<file path="config.mk">
export PLATFORM = sky130hd
export DESIGN_NAME = shift_add_mult
export DESIGN_NICKNAME = d
export VERILOG_FILES = /design/src/rtl/shift_add_mult.sv
export SDC_FILE = /design/constraint.sdc
export NUM_CORES = 1
export LEC_CHECK = 0
export CORE_MARGIN = 2
export CORE_UTILIZATION = 40
export DETAILED_ROUTE_END_ITERATION = 7
export DONT_BUFFER_PORTS = 1
export MAX_ROUTING_LAYER = met4
export PLACE_DENSITY_LB_ADDON = 0.08
export SETUP_SLACK_MARGIN = 0.2
export SYNTH_ARGS = -nofsm -noshare
export SYNTH_HDL_FRONTEND = slang
export SYNTH_SLANG_ARGS = --single-unit
export TNS_END_PERCENT = 1
</file>
<file path="constraint.sdc">
create_clock -name clk -period 3.5 [get_ports clk]
set_clock_uncertainty 0.05 [all_clocks]
set_input_delay 0.35 -clock clk [delete_from_list [all_inputs] [get_ports clk]]
set_output_delay 0.35 -clock clk [all_outputs]
set_load 0.05 [all_outputs]
</file>
<file path="src/rtl/shift_add_mult.sv">
// Sequential shift-add multiplier with a start/done handshake and runtime signed/unsigned mode.
// Define MULT_EARLY_TERM_EN to leave CALC as soon as the remaining multiplier bits are all zero.
module shift_add_mult #(
    parameter int WIDTH = 8
) (
    input  logic               clk,
    input  logic               reset,
    input  logic               start,
    input  logic               signed_mode,
    input  logic [WIDTH-1:0]   A,
    input  logic [WIDTH-1:0]   B,
    output logic               busy,
    output logic               done,
    output logic [2*WIDTH-1:0] out
);

    localparam int CNT_W = $clog2(WIDTH + 1);

    typedef enum logic [1:0] {
        IDLE = 2'd0,
        CALC = 2'd1,
        FIX  = 2'd2,
        DONE = 2'd3
    } state_t;

    state_t             state;
    logic [WIDTH-1:0]   mcand;
    logic [WIDTH-1:0]   mplier;
    logic [2*WIDTH-1:0] acc;
    logic [CNT_W-1:0]   cnt;
    logic               neg;
    logic [2*WIDTH-1:0] mcandWide;
    logic               calcDone;

    assign mcandWide = {{WIDTH{1'b0}}, mcand};

    // The extra CALC edge that recognises completion keeps the fixed-latency and early-terminating builds aligned.
`ifdef MULT_EARLY_TERM_EN
    assign calcDone = (mplier == '0);
`else
    assign calcDone = (cnt == CNT_W'(WIDTH));
`endif

    always_ff @(posedge clk or posedge reset) begin
        if (reset) begin
            state  <= IDLE;
            mcand  <= '0;
            mplier <= '0;
            acc    <= '0;
            cnt    <= '0;
            neg    <= 1'b0;
            out    <= '0;
            busy   <= 1'b0;
            done   <= 1'b0;
        end else begin
            case (state)
                IDLE: begin
                    if (start) begin
                        // Multiply magnitudes; the most negative operand's magnitude still fits in WIDTH unsigned bits.
                        if (signed_mode) begin
                            mcand  <= A[WIDTH-1] ? -A : A;
                            mplier <= B[WIDTH-1] ? -B : B;
                            neg    <= A[WIDTH-1] ^ B[WIDTH-1];
                        end else begin
                            mcand  <= A;
                            mplier <= B;
                            neg    <= 1'b0;
                        end
                        acc   <= '0;
                        cnt   <= '0;
                        busy  <= 1'b1;
                        state <= CALC;
                    end
                end
                CALC: begin
                    if (calcDone) begin
                        state <= FIX;
                    end else begin
                        if (mplier[0]) begin
                            acc <= acc + (mcandWide << cnt);
                        end
                        mplier <= mplier >> 1;
                        cnt    <= cnt + CNT_W'(1);
                    end
                end
                FIX: begin
                    out   <= neg ? -acc : acc;
                    busy  <= 1'b0;
                    done  <= 1'b1;
                    state <= DONE;
                end
                DONE: begin
                    if (!start) begin
                        done  <= 1'b0;
                        state <= IDLE;
                    end
                end
                default: begin
                    state <= IDLE;
                end
            endcase
        end
    end

endmodule

</file>
# After elaboration in Yosys (flattened, before gate mapping)
# Index checks and enable logic that the tools add are counted.
op_classes:
  bitwise: 1
  muxes: 24
  addsub: 5
  n_eq_ne: 9
  shifts: 1
  reduce_logical: 10
ops:
  columns: ["cell", "n"]
  rows:
  - ["$mux 16", 4]
  - ["$mux 8", 6]
  - ["$pmux 16 s2", 1]
  - ["$add 16x16->16", 1]
  - ["$neg 16->16", 1]
  - ["$neg 8->8", 2]
  - ["$pmux 8 s2", 1]
  - ["$shl 8x4->16", 1]
  - ["$ne 2x2->1 const B", 5]
  - ["$mux 4", 2]
  - ["$pmux 2 s4", 1]
  - ["$pmux 4 s2", 1]
  - ["$mux 2", 3]
  - ["$reduce_and 2->1", 3]
  - ["$reduce_and 3->1", 2]
  - ["$reduce_bool 2->1", 3]
  - ["$add 4x1->4 const B", 1]
  - ["$eq 2x2->1 const B", 2]
  - ["$eq 4x4->1 const B", 1]
  - ["$pmux 1 s2", 2]
  - ["$reduce_and 4->1", 1]
  - ["$mux 1", 3]
  - ["$eq 2x1->1 const B", 1]
  - ["$logic_not 2->1", 1]
  - ["$xor 1x1->1", 1]
totals:
  in_bits: 20
  register_bits: 57
  word_cells: 59
  out_inout_bits: 18

# Logic depth before layout (Yosys ltp)
depth:
  word_depth: 5
  ltp_mapped: 16
  mapped_depth_nobuf: 15

# Worst setup path after synthesis
# Ideal clock, no wire load.
synth_timing:
  kind: "flip-flop to flip-flop"
  from: "register cnt[1]"
  to: "register acc[8]"
  t_arrival_ns: 3.069
  slack_ns: 0.260
  setup_ns: 0.122
  stages_incl_launch_ff: 14
  period_less_slack_ns: 3.240
  cell_sequence: "dfrtp_1 -> clkbuf_1 -> mux2i_1 -> nor2_1 -> a31oi_1 -> nor3_1 -> ha_1 -> nor2b_1 -> o31a_1 -> o21a_1 -> o21a_1 -> o21a_1 -> or3_1 -> a32o_1"
synth_between:
  elab_chain_len: 5
  word_cells_on_any_way: 8
synth_lines:
  columns: ["element", "line_no", "text"]
  rows:
  - ["from (decl)", "30", "logic [CNT_W-1:0] cnt;"]
  - ["from (signal assigned)", "83", "cnt <= cnt + CNT_W'(1);"]
  - ["$shl 8x4->16", "80", "acc <= acc + (mcandWide << cnt);"]
  - ["$add 16x16->16", "80", null]
  - ["$mux 16", "79", "if (mplier[0]) begin"]
  - ["$mux 16", "76", "if (calcDone) begin"]
  - ["$pmux 16 s2", "56", "case (state)"]
  - ["to (signal assigned)", "80", null]
  - ["to (decl)", "29", "logic [2*WIDTH-1:0] acc;"]
# Several ways; a longest one is shown, not always the timed one. The select of a mux whose other input is x is not followed.
# A chain may end at the register's enable or synchronous reset.

# Worst setup path in the final report
# Ends and elaborated chain as after synthesis.

==> metrics.txt <==
RR Endpoint acc[8]; Initial Util 40.7%; most frequent cells in the layout nand2_1, dfrtp_1, o21ai_0; Pre-antenna DRT Iters 6; final period utilization between 90% and 100%; drt wl/cell roughly 15 um; Slew Limit Fails 0; FF-to-FF path depth 13; Reg area 1430 um2; H-tree Lvls 3; row count 36; Hold Buf Count CTS 0; Final Non-Filler Cells 620; Die Ht 103 um; antenna-violating nets left 0; CP bufs+invs 3; # setup viols final 0; Mapped Avg Cell Area 8.28 um2; Fmax 314 MHz; CTS Buf Count 9; critical path launch point type flop; crit-path leading delay family compound AO/OA/AOI/OAI gates; Ports 38; # fillers 999; CP arrival 3.37 ns; maximum vdd drop about 0.37 mV; most common cell after layout, fill and taps aside nand2_1; clk buf depth 2; CP Cell Sequence clkbuf_2 > buf_4 > inv_1 > a31oi_1 > nor3_1 > ha_1 > nor2b_1 > o31a_1 > o21a_1 > o21a_1 > o21a_1 > or3_1 > a32o_1; Hold Path Class input pin to asynchronous set/reset pin; Syn Inst Count 473; number of synthesized flops with an enable pin 0; first-pass GRT wire length 15200 um; area of the multi-input gates 2370 um2; vias per inst 5.26; P&R area growth vs syn 10.6%; status finished, violations left; Synth area leader dfrtp_1; Core ar. 9640 um2; Yosys top cell area share 36.4%; failing checks hold timing; worst hold slack -0.0136 ns; CTS root buffer clkbuf_8; post-synthesis sequential area ratio 36.4%; hpwl dp 6800 um; # DRC 0; # nets final around 530; placed insts ~600; Max Fanout on Critical Path 6; routed wire length 9180 um; RSZ-0062 raised after global routing yes; Area contributors post-synth dfrtp_1, ha_1, nand2_1; kind of critical path flop to flop; syn_nets 518; pwr/cell area between 1000 and 1500 nW/um2; die width 103 um; Critical Path RT 3.68 ns; GPL Wtd Cong about 0.83; total track usage a little under a fifth; mapped cell area 3920 um2; Final Hold Viols 7; Die Area between 10000 and 15000 um2; vias in the first global route between 3000 and 4000; share of flip-flops with an asynchronous set or reset 100%; Max-cap violations 0; CTS tree yes; R2R Setup Slk ~0.31 ns; Tightest Pin Transition 0.839 ns; 1st-iter DRT viols 89; Top cell by count, worst path o21a_1; initial antenna violation count 0; Setup TNS 0 ns; Port Buffers 0; global route overflow 0; ANT cells 0; via count around 3300; clock latency reported for the late side of the worst-skew pair approximately 0.35 ns; Clock transition at path regs 0.08 ns; Critical Path Sink Type flop; yosys warns 0; Final min period 3.19 ns; Num Clock Sinks 57; Slew headroom 44.0%; Synth Flop Type dfrtp_1; largest net degree at the start of global routing 39; Yosys cell types 46; post-route design area ~4300 um2; Reg-to-Reg Start cnt[1]; LEAKAGE 1.92 nW; placed instance area 4070 um2; Setup crit start cnt[1]; Yosys reg bits 57; Worst path max stage delay 0.43 ns; Crit-path slowest cell dfrtp_2; share of cells above drive strength 1 approximately a tenth
==> cell usage after synthesis, types with 2 or more instances <==
master	n
o21a_1	4
buf_1	2
xor2_1	24
a32o_1	2
nor3_1	5
a21oi_1	47
inv_1	17
o22ai_1	3
o21ai_0	55
clkbuf_1	15
a22o_1	2
mux2i_1	10
or3_1	5
and4_1	2
dfrtp_1	57
a31oi_1	5
nand2_1	74
nand2b_1	4
o31ai_1	6
nor2_1	46
mux2_2	6
or3_4	2
ha_1	24
nor2b_1	10
nand3_1	11
nand4_1	2
a21o_1	2
xnor2_1	13
==> area by class of cell <==
| class | instances | area share, % |
|---|---|---|
| clock buffers | 10 | 2.94 |
| inverters | 18 | 1.56 |
| well taps | 133 | 3.84 |
| clock inverters | 6 | 1.56 |
| multi-input cells | 381 | 54.6 |
| flip-flops and latches | 57 | 32.9 |
| repair buffers | 15 | 2.54 |
==> routing by layer <==
layer	vias up	global-route usage [%]	part of all wire [%]
met3	14	4.14	3.1
li1	1670	-	-
met5	-	-	0
met1	1517	23.8	47
met4	0	6.38	2.4
met2	62	30.6	48
==> logic make-up (layout without fill, tap and decap cells) <==
group,after synthesis,after routing,synth area share [%]
XOR/XNOR,37,37,8.27
AND/OR/NAND/NOR,166,166,18.8
AO/OA/AOI/OAI,136,136,20.1
adder cells (fa/ha/maj),25,25,8.17
buffers and inverters,35,49,3.35
multiplexers,17,17,4.85
flip-flops,57,57,36.4
==> worst max-delay path by stage <==
stage / slack [ns] / cells after the start / end
floorplan: 0.26 / 13 / acc[8]
global placement: 0.16 / 12 / acc[14]
detailed placement: 0.12 / 12 / acc[14]
CTS: 0.23 / 12 / acc[14]
global route: 0.12 / 13 / acc[14]
finish: 0.31 / 13 / acc[8]
==> per-stage QoR <==
stage | total power, W | util, % | setup slack [ns] | hold WS (ns)
detailed placement | 0.00380 | 42.2 | 0.119 | 0.406
finish | 0.00450 | 45.0 | 0.315 | -0.0136
floorplan | 0.00330 | - | 0.260 | 0.400
CTS | 0.00444 | 44.2 | 0.228 | 0.0259
global placement | 0.00376 | 42.2 | 0.162 | 0.401
global route | 0.00491 | 45.0 | 0.119 | 0.0514
==> sequential cells by signal, summed over array words and instances (netlist names) <==
register	count
busy	1
acc	16
out	16
state	2
done	1
mcand	8
neg	1
cnt	4
mplier	8
==> power by group <==
part,switching [W],total [W],internal (W)
clock,0.000309,0.000640,0.000331
sequential,0.000725,0.00168,0.000950
combinational,0.00124,0.00218,0.000939
==> timing repair <==
| item | 4_1_cts | 5_1_grt |
|---|---|---|
| gates cloned | 0 | 0 |
| setup buffers | 0 | 9 |
| resized for setup | 1 | 2 |
| pin swaps | 0 | 1 |
| setup endpoints to repair | 3 | 8 |
No activity file was read; power rests on OpenSTA's default activity.
